==> src/rtl/ram_port_arbiter.sv <==
// ram_port_arbiter: shares the single block port of ram_cache_glue between
// the I-cache (read-only) and the D-cache (read/write). One owner per block
// transfer, with one forced idle cycle between transfers so the glue's beat
// counter always restarts at 0.
module ram_port_arbiter #(
   parameter int unsigned BLOCKS     = 4,
   parameter bit          FIXED_PRIO = 1'b0
) (
   input  logic                    clock,
   input  logic                    reset,
   // I-cache side
   input  logic                    i_req,
   input  logic [31:0]             i_addr,
   output logic [BLOCKS-1:0][31:0] i_read_block,
   output logic                    i_miss,
   // D-cache side
   input  logic                    d_req,
   input  logic [31:0]             d_addr,
   input  logic                    d_we,
   input  logic [BLOCKS-1:0][31:0] d_write_block,
   output logic [BLOCKS-1:0][31:0] d_read_block,
   output logic                    d_miss,
   // glue side
   output logic                    mem_req,
   output logic [31:0]             mem_addr,
   output logic                    mem_we,
   output logic [BLOCKS-1:0][31:0] mem_write_block,
   input  logic [BLOCKS-1:0][31:0] mem_read_block,
   input  logic                    mem_miss,
   // debug
   output logic                    grant_d,
   output logic                    busy
);

   typedef enum logic [1:0] {
      IDLE    = 2'd0,
      GNT_I   = 2'd1,
      GNT_D   = 2'd2,
      RELEASE = 2'd3
   } state_t;

   // last_served encoding: 0 = I-cache, 1 = D-cache
   localparam logic SERVED_I = 1'b0;
   localparam logic SERVED_D = 1'b1;

   state_t state, state_nxt;
   logic   last_served, last_served_nxt;
   state_t arb_pick;

   // State register and round-robin history
   always_ff @(posedge clock or posedge reset) begin
      if (reset) begin
         state       <= IDLE;
         last_served <= SERVED_I;
      end else begin
         state       <= state_nxt;
         last_served <= last_served_nxt;
      end
   end

   // Arbitration choice, used whenever the port is free (IDLE or RELEASE)
   always_comb begin
      arb_pick = IDLE;
      if (i_req && d_req) begin
         if (FIXED_PRIO || (last_served == SERVED_I)) arb_pick = GNT_D;
         else                                         arb_pick = GNT_I;
      end else if (i_req) begin
         arb_pick = GNT_I;
      end else if (d_req) begin
         arb_pick = GNT_D;
      end
   end

   // Next state: hold grant until completion or abort, then one RELEASE cycle
   always_comb begin
      state_nxt       = state;
      last_served_nxt = last_served;
      unique case (state)
         IDLE, RELEASE: state_nxt = arb_pick;
         GNT_I: begin
            if (!i_req) begin
               state_nxt = RELEASE;
            end else if (!mem_miss) begin
               state_nxt       = RELEASE;
               last_served_nxt = SERVED_I;
            end
         end
         GNT_D: begin
            if (!d_req) begin
               state_nxt = RELEASE;
            end else if (!mem_miss) begin
               state_nxt       = RELEASE;
               last_served_nxt = SERVED_D;
            end
         end
         default: state_nxt = IDLE;
      endcase
   end

   // Outputs: owner's request passed straight to the glue; only the owner sees data
   always_comb begin
      mem_req         = 1'b0;
      mem_addr        = 32'd0;
      mem_we          = 1'b0;
      mem_write_block = '0;
      i_miss          = 1'b1;
      d_miss          = 1'b1;
      i_read_block    = '0;
      d_read_block    = '0;
      busy            = (state != IDLE);
      grant_d         = (state == GNT_D);
      unique case (state)
         GNT_I: begin
            mem_req  = i_req;
            mem_addr = i_addr;
            i_miss   = !(i_req && !mem_miss);
            if (i_req) i_read_block = mem_read_block;
         end
         GNT_D: begin
            mem_req         = d_req;
            mem_addr        = d_addr;
            mem_we          = d_we;
            mem_write_block = d_write_block;
            d_miss          = !(d_req && !mem_miss);
            if (d_req && !d_we) d_read_block = mem_read_block;
         end
         default: ;
      endcase
   end

endmodule

==> config.mk <==
export PLATFORM = sky130hd
export DESIGN_NAME = ram_port_arbiter
export DESIGN_NICKNAME = d
export VERILOG_FILES = /design/src/rtl/ram_port_arbiter.sv
export SDC_FILE = /design/constraint.sdc
export NUM_CORES = 1
export LEC_CHECK = 0
export CAP_MARGIN = 20
export CORE_AREA = 4 4 287 289
export CTS_CLUSTER_SIZE = 25
export DETAILED_ROUTE_END_ITERATION = 16
export DIE_AREA = 0 0 291 293
export GPL_TIMING_DRIVEN = 0
export PLACE_DENSITY = 0.3
export SLEW_MARGIN = 40
export SYNTH_ARGS = -nofsm -noshare
export SYNTH_HDL_FRONTEND = slang
export SYNTH_SLANG_ARGS = --single-unit
==> constraint.sdc <==
create_clock -name clock -period 1.8 [get_ports clock]
set_input_delay 0.18 -clock clock [delete_from_list [all_inputs] [get_ports clock]]
set_output_delay 0.18 -clock clock [all_outputs]
set_load 0.01 [all_outputs]
# After elaboration in Yosys (flattened, before gate mapping)
# Index checks and enable logic that the tools add are counted.
[word_totals]
input_bits = 326
register_bits = 3
output_inout_bits = 422
elab_cells = 45
[classes]
n_mux = 23
reduce_logical = 13
n_eq_ne = 7
[ops]
columns = ["cell", "n"]
rows = [
  ["$mux 128", 5],
  ["$pmux 32 s2", 1],
  ["$mux 2", 7],
  ["$ne 2x2->1 const B", 4],
  ["$mux 1", 7],
  ["$pmux 2 s3", 1],
  ["$reduce_and 5->1", 1],
  ["$eq 2x2->1 const B", 2],
  ["$logic_and 1x1->1", 4],
  ["$logic_not 1->1", 4],
  ["$pmux 1 s2", 2],
  ["$reduce_bool 2->1", 2],
  ["$eq 2x1->1 const B", 1],
  ["$logic_not 2->1", 1],
  ["$reduce_or 2->1", 1],
]

# Depth between registers and ports, before layout
[depth]
depth_word = 4
mapped_depth = 8
depth_no_buf = 5

# Least setup slack after synthesis
# No wires, ideal clock.
[synth_timing]
path_type = "flip-flop to output port"
from = "register state[0]"
to = "output d_read_block[100] in the netlist's numbering"
path_stages_with_launch = 9
t_required_ns = 1.620
path_buffers = 3
arrival_ns = 1.578
path_slack_ns = 0.042
cell_sequence = "dfrtp_1 -> inv_1 -> ha_1 -> buf_2 -> inv_2 -> nor3_2 -> buf_4 -> clkbuf_2 -> and2_1"
[synth_lines]
columns = ["item", "line_no", "text"]
rows = [
  ["start, declared", "46", "state_t state, state_nxt;"],
  ["start signal, assigned", "56", "state <= state_nxt;"],
  ["end, declared", "21", "output logic [BLOCKS-1:0][31:0] d_read_block,"],
]

==> parameters.txt <==
Parameter                              Value

STA
  Minimum clock period ... approximately 2200 ps
  Hold violation total from the final report ... 0
  Setup repair after global routing missed its margin ... true
  Setup total negative slack ... -110170 ps
  Slew Limit Headroom ... around three fifths
  Worst setup skew after layout ... 1.18 ps
  Final count of pins violating max slew ... 0
  FMAX ... between 0.4 and 0.5 GHz
  Worst slew pin tran ... approximately 600 ps
  Number of setup violations in the final report ... 420
  Share of the cycle needed by the critical path after routing ... 124%
  Final setup slack of the worst path ... -435 ps

Yosys
  Multiplexer share of the synthesized area ... less than 1%
  Post-synthesis adder-cell area fraction ... around 1.8%
  Post-synthesis instance area ... between 3000 and 4000 um2
  Seq cells post-synth ... 3
  Complex-gate fraction of the synthesized area ... between 8 and 9%
  Net count after synthesis ... just under 900
  Area share of the largest cell type after synthesis ... around 47%
  Combinational family with the most area after synthesis ... simple AND/OR/NAND/NOR gates
  Number of synthesis warnings ... 0
  Distinct cells, synth ... 21
  Syn Inst Count ... 550
  Post-Synth XOR/XNOR Area ... 0%
  Dominant cells by area after synthesis ... sky130_fd_sc_hd__and2_1 (47%), sky130_fd_sc_hd__and3_1 (23%), sky130_fd_sc_hd__a22oi_1 (7.2%), sky130_fd_sc_hd__nor2b_1 (6.0%), sky130_fd_sc_hd__clkbuf_1 (5.5%)
  Sequential fraction of the synthesis area ... under 10%
  Post-synthesis area per instance ... slightly above 6 um2
  Post-Synth Simple-Gate Area ... between 70 and 80%
  Yosys top cell by area ... sky130_fd_sc_hd__and2_1

Worst setup path
  Worst reg2reg setup slack ... -20 ps
  Arr. time, crit path ... 2050 ps
  CP Data Required Time ... between 1500 and 2000 ps
  End point of the critical path ... d_read_block[84]
  Nature of the critical path endpoint ... primary output
  CP startpoint ... state[0]$_DFF_PP0_
  Reg-to-reg startpoint ... state[0]$_DFF_PP0_
  Largest fanout on the critical path ... 5
  FF-to-FF End ... last_served$_DFFE_PP0P_
  Type of origin of the critical path ... register
  Critical path type ... register to primary output
  Worst reg2reg path depth ... 8

Place
  IO Port Bufs ... approximately 750
  Post-Place Cells ... between 2000 and 2500
  Last weighted congestion value of the routability-driven placer ... about 0.83
  HPWL after DPL ... about 55000 um

Detailed routing
  TritonRoute pass-1 iters ... 4
  Average vias per placed instance ... between 3 and 4
  DRT Wirelength ... just over 60000 um
  DRC violation total after the first TritonRoute iteration ... roughly 190
  Routed wire per std cell ... between 20 and 30 um
  Final routed DRC violation total ... 0
  Vias after detailed routing ... ~7700
  Number of routed nets with antenna violations ... 0

Clock tree
  Clock Pin Slew Worst Setup and Hold Paths ... about 30 ps
  Worst skew pair latency ... between 200 and 250 ps
  Master cell of the clock root buffer ... sky130_fd_sc_hd__clkbuf_16
  Longest Clk Path Bufs ... 2
  Number of levels the H-tree was split into ... 1
  Clock tree from TritonCTS ... yes
  CTS Buf Count ... 3
  Number of clock sinks ... 3

Floorplan
  Effective utilization at floorplan ... under 10%
  Height of the die ... ~300 um
  Area of the die ... between 80000 and 90000 um2
  Top-Level Pins ... ~750
  Standard-cell rows ... between 100 and 150
  Die X ... between 200 and 300 um
  Core Footprint ... 79900 um2

Global route
  Maximum number of pins on one net before global-route repair ... 11
  Initial antenna violation count ... 36
  Global-route wire length before repair ... 79700 um
  GR Overflow Total ... 0
  GRT Resource Usage Total ... between 10% and 20%
  Via count of the first global-routing pass ... between 8000 and 9000

Flow run
  Max cap viols ... 0

Final layout
  Count of nets after finishing ... 1711
  Final standard cell count with taps included and fillers excluded ... between 2000 and 2500
  Synthesis-to-layout area growth ... 309%
  Share of layout cells above drive strength 1 ... between 50% and 60%

Hold path
  Class of the most critical hold timing path ... primary input to asynchronous set/reset pin

Run status
  Violations in the final reports ... setup timing
  Outcome ... finished, violations left

Power and ir drop
  LEAKAGE ... approximately 6.6 nW
  Max IR drop VDD ... approximately 0.7 mV
  Power Dens Cells ... around 1000 nW/um2
-- sequential cells by signal, summed over array words and instances (netlist names) --
name         cells
last_served      1
state            2
-- power breakdown --
group | switching (mW) | internal [mW]
Combinational | 6.17 | 7.93
Clock | 0.0635 | 0.293
Sequential | 0.0468 | 0.108
-- cells in the final DEF, fill, tap and decap left out, types with 5 or more instances in the layout --
master / instances
sky130_fd_sc_hd__clkdlybuf4s50_1: 325
sky130_fd_sc_hd__clkdlybuf4s15_1: 12
sky130_fd_sc_hd__and2_4: 126
sky130_fd_sc_hd__clkbuf_8: 27
sky130_fd_sc_hd__and3_4: 26
sky130_fd_sc_hd__nor2b_1: 28
sky130_fd_sc_hd__buf_8: 12
sky130_fd_sc_hd__clkdlybuf4s15_2: 41
sky130_fd_sc_hd__and2_1: 131
sky130_fd_sc_hd__dlygate4sd2_1: 6
sky130_fd_sc_hd__a22oi_1: 5
sky130_fd_sc_hd__and3_1: 102
sky130_fd_sc_hd__clkbuf_1: 9
sky130_fd_sc_hd__buf_2: 188
sky130_fd_sc_hd__a22oi_2: 28
sky130_fd_sc_hd__clkbuf_2: 10
sky130_fd_sc_hd__buf_4: 49
sky130_fd_sc_hd__buf_6: 177
sky130_fd_sc_hd__clkbuf_16: 27
sky130_fd_sc_hd__buf_12: 15
sky130_fd_sc_hd__diode_2: 10
-- cells by family after synthesis --
kind of cell	Yosys count
AND/OR/NAND/NOR	424
buffers and inverters	76
AO/OA/AOI/OAI	39
adder cells (fa/ha/maj)	5
multiplexers	3
flip-flops	3
-- routing by layer --
layer	wire (um)	global-route usage, %	up-vias
met5	213	0	-
met1	23000	14.2	3568
met3	6320	6.22	78
li1	-	-	3477
met2	31200	24.8	511
met4	1530	2.71	32
-- worst max-delay path: stages, from the launching register on --
cell,delay (ps)
sky130_fd_sc_hd__dfrtp_2,430
sky130_fd_sc_hd__inv_4,90
sky130_fd_sc_hd__ha_4,160
sky130_fd_sc_hd__inv_4,50
sky130_fd_sc_hd__nor3_4,280
sky130_fd_sc_hd__buf_6,150
sky130_fd_sc_hd__buf_12,140
sky130_fd_sc_hd__clkbuf_16,160
sky130_fd_sc_hd__buf_12,100
sky130_fd_sc_hd__and2_4,140
sky130_fd_sc_hd__buf_6,100
-- metrics by stage --
stage	cell area, um2	util, %	hold WS (ps)	total power, mW	setup WS, ps
floorplan	3420	-	-66.4	3.93	42.0
global placement	12200	15.3	479	10.5	-2160
detailed placement	12200	15.3	459	10.5	-1720
CTS	13500	16.9	231	14.2	-528
global route	14000	17.5	252	15.4	-495
finish	14000	17.5	222	14.6	-435
-- what timing repair did --
action / in CTS / in global routing
hold buffers: 0 / 0
cloned: 14 / 4
setup buffers: 57 / 16
resized for setup: 2070 / 205
setup endpoints to repair: 423 / 407
pin swaps: 28 / 17
-- Yosys cell counts (all sizes together) --
| cell | number |
|---|---|
| a31oi | 1 |
| nand3b | 3 |
| buf | 9 |
| ha | 5 |
| nand2 | 2 |
| nor2b | 33 |
| a22oi | 33 |
| clkbuf | 61 |
| inv | 6 |
| mux2 | 1 |
| and2 | 257 |
| and3 | 128 |
| a211oi | 1 |
| nor3 | 1 |
| dfrtp | 3 |
| a21oi | 2 |
| o21ai | 2 |
| mux2i | 2 |
-- final cells by class --
cell class / instances / area, um2
fill: 9145 / 65900
timing repair buffer: 831 / 7780
multi-input combinational: 471 / 3700
tap: 1060 / 1330
buffer: 64 / 968
clock buffer: 4 / 78.8
sequential: 3 / 77.6
inverter: 6 / 27.5
antenna: 10 / 25.0
-- how the worst min path moves through the flow --
stage / startpoint / to / slack [ps] / cells after the start
6_report: reset / state[1]$_DFF_PP0_ / 220 / 2
5_1_grt: reset / state[1]$_DFF_PP0_ / 250 / 2
4_1_cts: reset / state[1]$_DFF_PP0_ / 230 / 2
3_5_place_dp: reset / state[0]$_DFF_PP0_ / 460 / 2
3_3_place_gp: reset / last_served$_DFFE_PP0P_ / 480 / 2
2_1_floorplan: reset / last_served$_DFFE_PP0P_ / -70 / 1
Power figures use the tool's default switching activity.
